<file path="config.mk">
export PLATFORM = sky130hd
export DESIGN_NAME = bcd_rtc
export DESIGN_NICKNAME = d
export VERILOG_FILES = /design/src/rtl/rtc_pkg.sv /design/src/rtl/bcd_digit.sv /design/src/rtl/bcd_rtc.sv
export SDC_FILE = /design/constraint.sdc
export NUM_CORES = 1
export LEC_CHECK = 0
export ABC_AREA = 1
export CORE_MARGIN = 8
export CORE_UTILIZATION = 50
export DETAILED_ROUTE_END_ITERATION = 7
export PLACE_DENSITY = 0.83
export SYNTH_ARGS = -nofsm -noshare
export SYNTH_HDL_FRONTEND = slang
export SYNTH_SLANG_ARGS = --single-unit
</file>
<file path="constraint.sdc">
create_clock -name clk -period 8.2 [get_ports clk]
set_input_delay 1.64 -clock clk [delete_from_list [all_inputs] [get_ports clk]]
set_output_delay 1.64 -clock clk [all_outputs]
set_load 0.1 [all_outputs]
</file>
<file path="src/rtl/rtc_pkg.sv">
// Shared types, digit limits and hour helpers for the BCD real-time clock.
package rtc_pkg;

  typedef logic [3:0] bcd_t;

  typedef struct packed {
    bcd_t h1;
    bcd_t h0;
    bcd_t m1;
    bcd_t m0;
    bcd_t s1;
    bcd_t s0;
  } rtc_time_t;

  localparam bcd_t S0Max  = 4'd9;
  localparam bcd_t S1Max  = 4'd5;
  localparam bcd_t M0Max  = 4'd9;
  localparam bcd_t M1Max  = 4'd5;
  localparam bcd_t H0Max  = 4'd9;
  localparam bcd_t H1Max  = 4'd2;
  localparam bcd_t DigMax = 4'd9;
  localparam bcd_t H1Last = 4'd2;
  localparam bcd_t H0Last = 4'd3;

  function automatic logic [6:0] hour_bin(input bcd_t h1, input bcd_t h0);
    return 7'(h1) * 7'd10 + 7'(h0);
  endfunction

  // Only meaningful for 0..23.
  function automatic logic [7:0] hour_bcd(input logic [6:0] hb);
    if (hb >= 7'd20) begin
      return {4'd2, 4'(hb - 7'd20)};
    end else if (hb >= 7'd10) begin
      return {4'd1, 4'(hb - 7'd10)};
    end else begin
      return {4'd0, hb[3:0]};
    end
  endfunction

endpackage

</file>
<file path="src/rtl/bcd_digit.sv">
// One BCD counter digit with load, synchronous clear and wrap at MAX.
module bcd_digit
  import rtc_pkg::*;
#(
  parameter bcd_t MAX = 4'd9
) (
  input  logic clk,
  input  logic rst_n,
  input  logic en,
  input  logic clr,
  input  logic ld,
  input  bcd_t ld_val,
  output bcd_t q,
  output bcd_t nxt,
  output logic carry
);

  always_comb begin
    nxt = q;
    if (ld) begin
      nxt = ld_val;
    end else if (clr) begin
      nxt = '0;
    end else if (en) begin
      nxt = (q == MAX) ? 4'd0 : q + 4'd1;
    end
  end

  always_ff @(posedge clk or negedge rst_n) begin
    if (!rst_n) begin
      q <= '0;
    end else begin
      q <= nxt;
    end
  end

  assign carry = en & (q == MAX);

endmodule

</file>
<file path="src/rtl/bcd_rtc.sv">
// BCD real-time clock, 24-hour internal time with optional 12-hour display.
// Define BCD_RTC_ALARM_EN to add the alarm_time/alarm_en/alarm_ack/alarm ports.
module bcd_rtc
  import rtc_pkg::*;
#(
  parameter int unsigned CLK_HZ = 100_000_000
) (
  input  logic        clk,
  input  logic        rst_n,
  input  logic        run,
  input  logic        load,
  input  logic [23:0] set_time,
  input  logic        set_pm,
  input  logic        mode12,
  output logic [23:0] time_bcd,
  output logic        pm,
  output logic        sec_pulse,
  output logic        day_pulse,
  output logic        load_err
`ifdef BCD_RTC_ALARM_EN
  ,
  input  logic [23:0] alarm_time,
  input  logic        alarm_en,
  input  logic        alarm_ack,
  output logic        alarm
`endif
);

  localparam int unsigned PW = $clog2(CLK_HZ);
  localparam logic [PW-1:0] PMax = PW'(CLK_HZ - 1);

  logic [PW-1:0] presc_q, presc_d;
  rtc_time_t     cur, nxt_time, ld_time, st, disp;
  logic          tick, inc, load_ok, valid, hour_wrap;
  logic          c_s0, c_s1, c_m0, c_m1, c_h0, unused_c_h1;
  logic [6:0]    set_hb, ld_hb, nxt_hb, disp_hb;
  logic [23:0]   time_q;
  logic          pm_q, sec_q, day_q, err_q;

  assign st      = rtc_time_t'(set_time);
  assign tick    = run && (presc_q == PMax);
  assign load_ok = load && valid;
  assign inc     = tick && !load_ok;

  // Load validation and 12h->24h hour conversion.
  always_comb begin
    valid   = 1'b0;
    ld_hb   = '0;
    ld_time = st;
    set_hb  = hour_bin(st.h1, st.h0);
    if (st.s0 <= DigMax && st.s1 <= S1Max && st.m0 <= DigMax && st.m1 <= M1Max &&
        st.h0 <= DigMax && st.h1 <= H1Max) begin
      valid = mode12 ? (set_hb >= 7'd1 && set_hb <= 7'd12) : (set_hb <= 7'd23);
    end
    if (!mode12) begin
      ld_hb = set_hb;
    end else if (set_hb == 7'd12) begin
      ld_hb = set_pm ? 7'd12 : 7'd0;
    end else begin
      ld_hb = set_pm ? set_hb + 7'd12 : set_hb;
    end
    {ld_time.h1, ld_time.h0} = hour_bcd(ld_hb);
  end

  always_comb begin
    presc_d = presc_q;
    if (load_ok) begin
      presc_d = '0;
    end else if (run) begin
      presc_d = tick ? '0 : presc_q + 1'b1;
    end
  end

  assign hour_wrap = c_m1 && (cur.h1 == H1Last) && (cur.h0 == H0Last);

  bcd_digit #(.MAX(S0Max)) u_s0 (
    .clk(clk), .rst_n(rst_n), .en(inc), .clr(1'b0), .ld(load_ok), .ld_val(ld_time.s0),
    .q(cur.s0), .nxt(nxt_time.s0), .carry(c_s0)
  );
  bcd_digit #(.MAX(S1Max)) u_s1 (
    .clk(clk), .rst_n(rst_n), .en(c_s0), .clr(1'b0), .ld(load_ok), .ld_val(ld_time.s1),
    .q(cur.s1), .nxt(nxt_time.s1), .carry(c_s1)
  );
  bcd_digit #(.MAX(M0Max)) u_m0 (
    .clk(clk), .rst_n(rst_n), .en(c_s1), .clr(1'b0), .ld(load_ok), .ld_val(ld_time.m0),
    .q(cur.m0), .nxt(nxt_time.m0), .carry(c_m0)
  );
  bcd_digit #(.MAX(M1Max)) u_m1 (
    .clk(clk), .rst_n(rst_n), .en(c_m0), .clr(1'b0), .ld(load_ok), .ld_val(ld_time.m1),
    .q(cur.m1), .nxt(nxt_time.m1), .carry(c_m1)
  );
  bcd_digit #(.MAX(H0Max)) u_h0 (
    .clk(clk), .rst_n(rst_n), .en(c_m1), .clr(hour_wrap), .ld(load_ok), .ld_val(ld_time.h0),
    .q(cur.h0), .nxt(nxt_time.h0), .carry(c_h0)
  );
  bcd_digit #(.MAX(H1Max)) u_h1 (
    .clk(clk), .rst_n(rst_n), .en(c_h0), .clr(hour_wrap), .ld(load_ok), .ld_val(ld_time.h1),
    .q(cur.h1), .nxt(nxt_time.h1), .carry(unused_c_h1)
  );

  // Display is built from next-state so it updates on the same edge as the time.
  always_comb begin
    disp    = nxt_time;
    nxt_hb  = hour_bin(nxt_time.h1, nxt_time.h0);
    disp_hb = nxt_hb;
    if (mode12) begin
      if (nxt_hb == 7'd0) begin
        disp_hb = 7'd12;
      end else if (nxt_hb > 7'd12) begin
        disp_hb = nxt_hb - 7'd12;
      end
    end
    {disp.h1, disp.h0} = hour_bcd(disp_hb);
  end

  always_ff @(posedge clk or negedge rst_n) begin
    if (!rst_n) begin
      presc_q <= '0;
      time_q  <= '0;
      pm_q    <= 1'b0;
      sec_q   <= 1'b0;
      day_q   <= 1'b0;
      err_q   <= 1'b0;
    end else begin
      presc_q <= presc_d;
      time_q  <= disp;
      pm_q    <= (nxt_hb >= 7'd12);
      sec_q   <= inc;
      day_q   <= hour_wrap;
      err_q   <= load && !valid;
    end
  end

  assign time_bcd  = time_q;
  assign pm        = pm_q;
  assign sec_pulse = sec_q;
  assign day_pulse = day_q;
  assign load_err  = err_q;

`ifdef BCD_RTC_ALARM_EN
  logic alarm_q;

  // Ack has priority over a simultaneous match.
  always_ff @(posedge clk or negedge rst_n) begin
    if (!rst_n) begin
      alarm_q <= 1'b0;
    end else if (alarm_ack) begin
      alarm_q <= 1'b0;
    end else if (inc && alarm_en && (nxt_time == rtc_time_t'(alarm_time))) begin
      alarm_q <= 1'b1;
    end
  end

  assign alarm = alarm_q;
`endif

endmodule

</file>
==> impl_metrics.csv <==
group,metric,value,unit
timing,fin_ws,445,ps
drt,drtIter0Drc,417,
die,start_util,0.514,
synth,synth_ff_type,"dfrtp_1",
min_path,hold_path.class,"reg -> reg",
clocking,cts-root-buf,"clkbuf_8",
min_path,hold-path-endpoint,"presc_q[25]",
power_and_ir_drop,powerDensity,217,nW/µm²
power_and_ir_drop,power.share.clock,0.237,
min_path,min_from,"presc_q[25]",
global_route,antenna_found_initial,0,
power_and_ir_drop,swShare,0.436,
power_and_ir_drop,p_sw,0.563,mW
global_route,track_usage,0.188,
die,core-area,9730,µm²
placed_design,pre_cts_slack,-352,ps
finish,post-route-util,0.612,
synth,netlist_instances,672,
power_and_ir_drop,p_leak,2.80,nW
synth,async_reset_ff_frac,1.00,
synth,yosys.area.top_type_share,0.306,
timing,setup_viol_count_final,0,
drt,final_antenna_net_count,0,
power_and_ir_drop,p_comb_frac,0.472,
timing,period_share,0.946,
synth,synthTopCellsByArea,"dfrtp_1 31%, nand2_1 10%, ha_1 6.8%",
placed_design,gp_congestion,0.931,
global_route,gr-total-overflow,0,
clocking,clk_pin_slew,70,ps
power_and_ir_drop,seqPwrFrac,0.291,
die,die_w,116,µm
timing,hold_viol,0,
power_and_ir_drop,worst_ir_drop_vdd,150,µV
placed_design,portBuffers,55,
timing,worstMarginPinSlew,1010,ps
synth,syn-cell-area,5000,µm²
outcome,status,"complete, no violations",
synth,avgSynthCellArea,7.43,µm²
global_route,grt_max_degree,62,
die,ios,58,
clocking,ctsHoldBuffers,0,
worst_setup_path,endpoint_kind,"register",
finish,area_growth,19.2,%
drt,routedWlPerCell,14.3,µm
drt,detail_route.vias_per_cell,5.41,
die,row_count,36,
worst_setup_path,max_stage_delay,480,ps
drt,drt_wl_total,12.4,mm
worst_setup_path,worstPathMaxFanout,5,
timing,drv_slew,0,
synth,synth-edff-count,0,
drt,firstDrtPassIters,6,
finish,n_antenna_cell,0,
worst_setup_path,crit_type,"in -> reg",
worst_setup_path,rr_endpoint,"time_bcd[17]",
placed_design,dpl.hpwl,9.43,mm
timing,layout_min_cycle_time,7750,ps
clocking,cts_max_level,3,
global_route,grt_pass1_vias,4600,
drt,drc,0,
synth,yosysTopAreaCell,"dfrtp_1",
power_and_ir_drop,internal_power,0.730,mW
job,cap_violations,0,
finish,nets,791,
clocking,insertion_delay,340,ps
synth,ys_ff_latch,61,
synth,ys_types,59,
timing,slew_headroom,0.323,
timing,skew,9.85,ps
min_path,hold_path_depth,1,
timing,fmax,0.129,GHz
synth,seq_area_frac_synth,0.306,
global_route,grt_pass1_wl,20.6,mm
worst_setup_path,cp.required,8430,ps
die,dieHeight,116,µm
worst_setup_path,r2r_start,"presc_q[0]",
drt,vias,4698,
worst_setup_path,cp_slowest_cell,"fa_2",
worst_setup_path,r2r_slack,2810,ps
die,die-area,13400,µm²
clocking,cts_tree,"yes",
synth,yosys_warnings,0,
worst_setup_path,r2r_cells,36,
clocking,clkSinkCount,61,
worst_setup_path,arrival,7990,ps
clocking,numCtsBuffers,9,
finish,drive_gt1_frac,0.154,
worst_setup_path,startpoint_type,"primary input",
clocking,clk_path_buf_depth,2,
-- flip-flops by register name, indices dropped and copies added (netlist names) --
register and count:
u_s0.q 3, time_bcd 10, u_h0.q 4, u_m1.q 3, u_h1.q 4, sec_pulse 1, u_s1.q 3, presc_q 27
day_pulse 1, pm 1, u_m0.q 3, load_err 1
-- cells in the mapped netlist, types with 3 or more instances --
library cell,instances
nand2_1,138
inv_1,89
nor2_1,68
dfrtp_1,61
nand3_1,40
ha_1,27
nor3_1,27
o21ai_0,24
a21oi_1,22
buf_4,19
xor2_1,16
o211ai_1,13
nand4_1,12
nand2_2,10
nor2_2,8
nand3_2,6
clkbuf_1,5
inv_2,5
nand2_4,5
nand4_2,5
a211oi_1,4
fa_1,4
o22ai_1,4
a21boi_0,3
nand3b_1,3
nor3_4,3
nor4_1,3
o221ai_1,3
xnor2_1,3
-- worst max path at each step --
stage,from,to,slack (ps),cells after the start
finish,set_time[21],time_bcd[17],450,47
global route,set_time[21],time_bcd[17],-40,48
CTS,set_time[23],time_bcd[17],20,47
detailed placement,set_time[23],time_bcd[17],-350,47
global placement,set_time[23],time_bcd[17],60,47
floorplan,set_time[21],time_bcd[17],680,46
-- per-stage QoR --
stage,instance area [µm²],total power [mW],std cells,hold slack (ps),TNS [ps]
floorplan,5000,0.814,673,486,0
global route,5960,1.37,868,544,-37.4
global placement,5600,0.929,844,506,0
CTS,5830,1.26,860,538,0
detailed placement,5600,0.952,844,516,-1310
finish,5960,1.29,868,541,0
-- worst max-delay path: cells and delay by family --
kind | cells | cell delay, ps
adder cells (fa/ha/maj) | 8 | 2080
buffers and inverters | 11 | 1130
XOR/XNOR | 1 | 190
AND/OR/NAND/NOR | 23 | 2250
AO/OA/AOI/OAI | 4 | 700
-- logic make-up after synthesis --
family / share of synthesized area
AO/OA/AOI/OAI: 0.125
XOR/XNOR: 0.0366
buffers and inverters: 0.111
other: 0.000751
AND/OR/NAND/NOR: 0.338
flip-flops: 0.306
adder cells (fa/ha/maj): 0.0836
-- final cells by class --
class,count,area [µm²]
fillers,857,3770
multi-input cells,487,2990
flip-flops and latches,61,1530
repair buffers,73,683
inverters,98,370
well taps,133,166
clock buffers,12,155
clock inverters,4,70.1
-- routing by layer --
metal | share of wire | GRT usage | vias up
met5 | 0 | 0 | -
met4 | 0.022 | 0.0709 | 0
met3 | 0.042 | 0.0292 | 26
met2 | 0.53 | 0.344 | 125
met1 | 0.41 | 0.215 | 2228
li1 | - | - | 2319
-- placed cells by master, fill, tap and decap left out, types with 11 or more instances in the layout --
master / count
nor3_1: 27
nor2_1: 64
clkbuf_8: 11
xor2_1: 15
nand2_1: 135
a21oi_1: 20
inv_1: 84
nand2_2: 13
nand4_1: 12
nand3_1: 40
clkdlybuf4s50_1: 53
dfrtp_1: 61
o21ai_0: 22
o211ai_1: 13
ha_1: 25
buf_4: 18
-- power groups by stage --
stage          clock (mW)  sequential (mW)  combinational, mW
2_1_floorplan           0            0.480              0.334
3_3_place_gp            0            0.378              0.551
3_5_place_dp            0            0.380              0.572
4_1_cts             0.310            0.375              0.575
5_1_grt             0.324            0.381              0.668
6_report            0.306            0.376              0.611
-- repair_timing --
| action | 4_1_cts | 5_1_grt |
|---|---|---|
| buffers inserted | 0 | 8 |
| pin swaps | 0 | 15 |
| gates resized for setup | 1 | 25 |
| setup endpoints to repair | 1 | 5 |
Power figures use the tool's default switching activity.
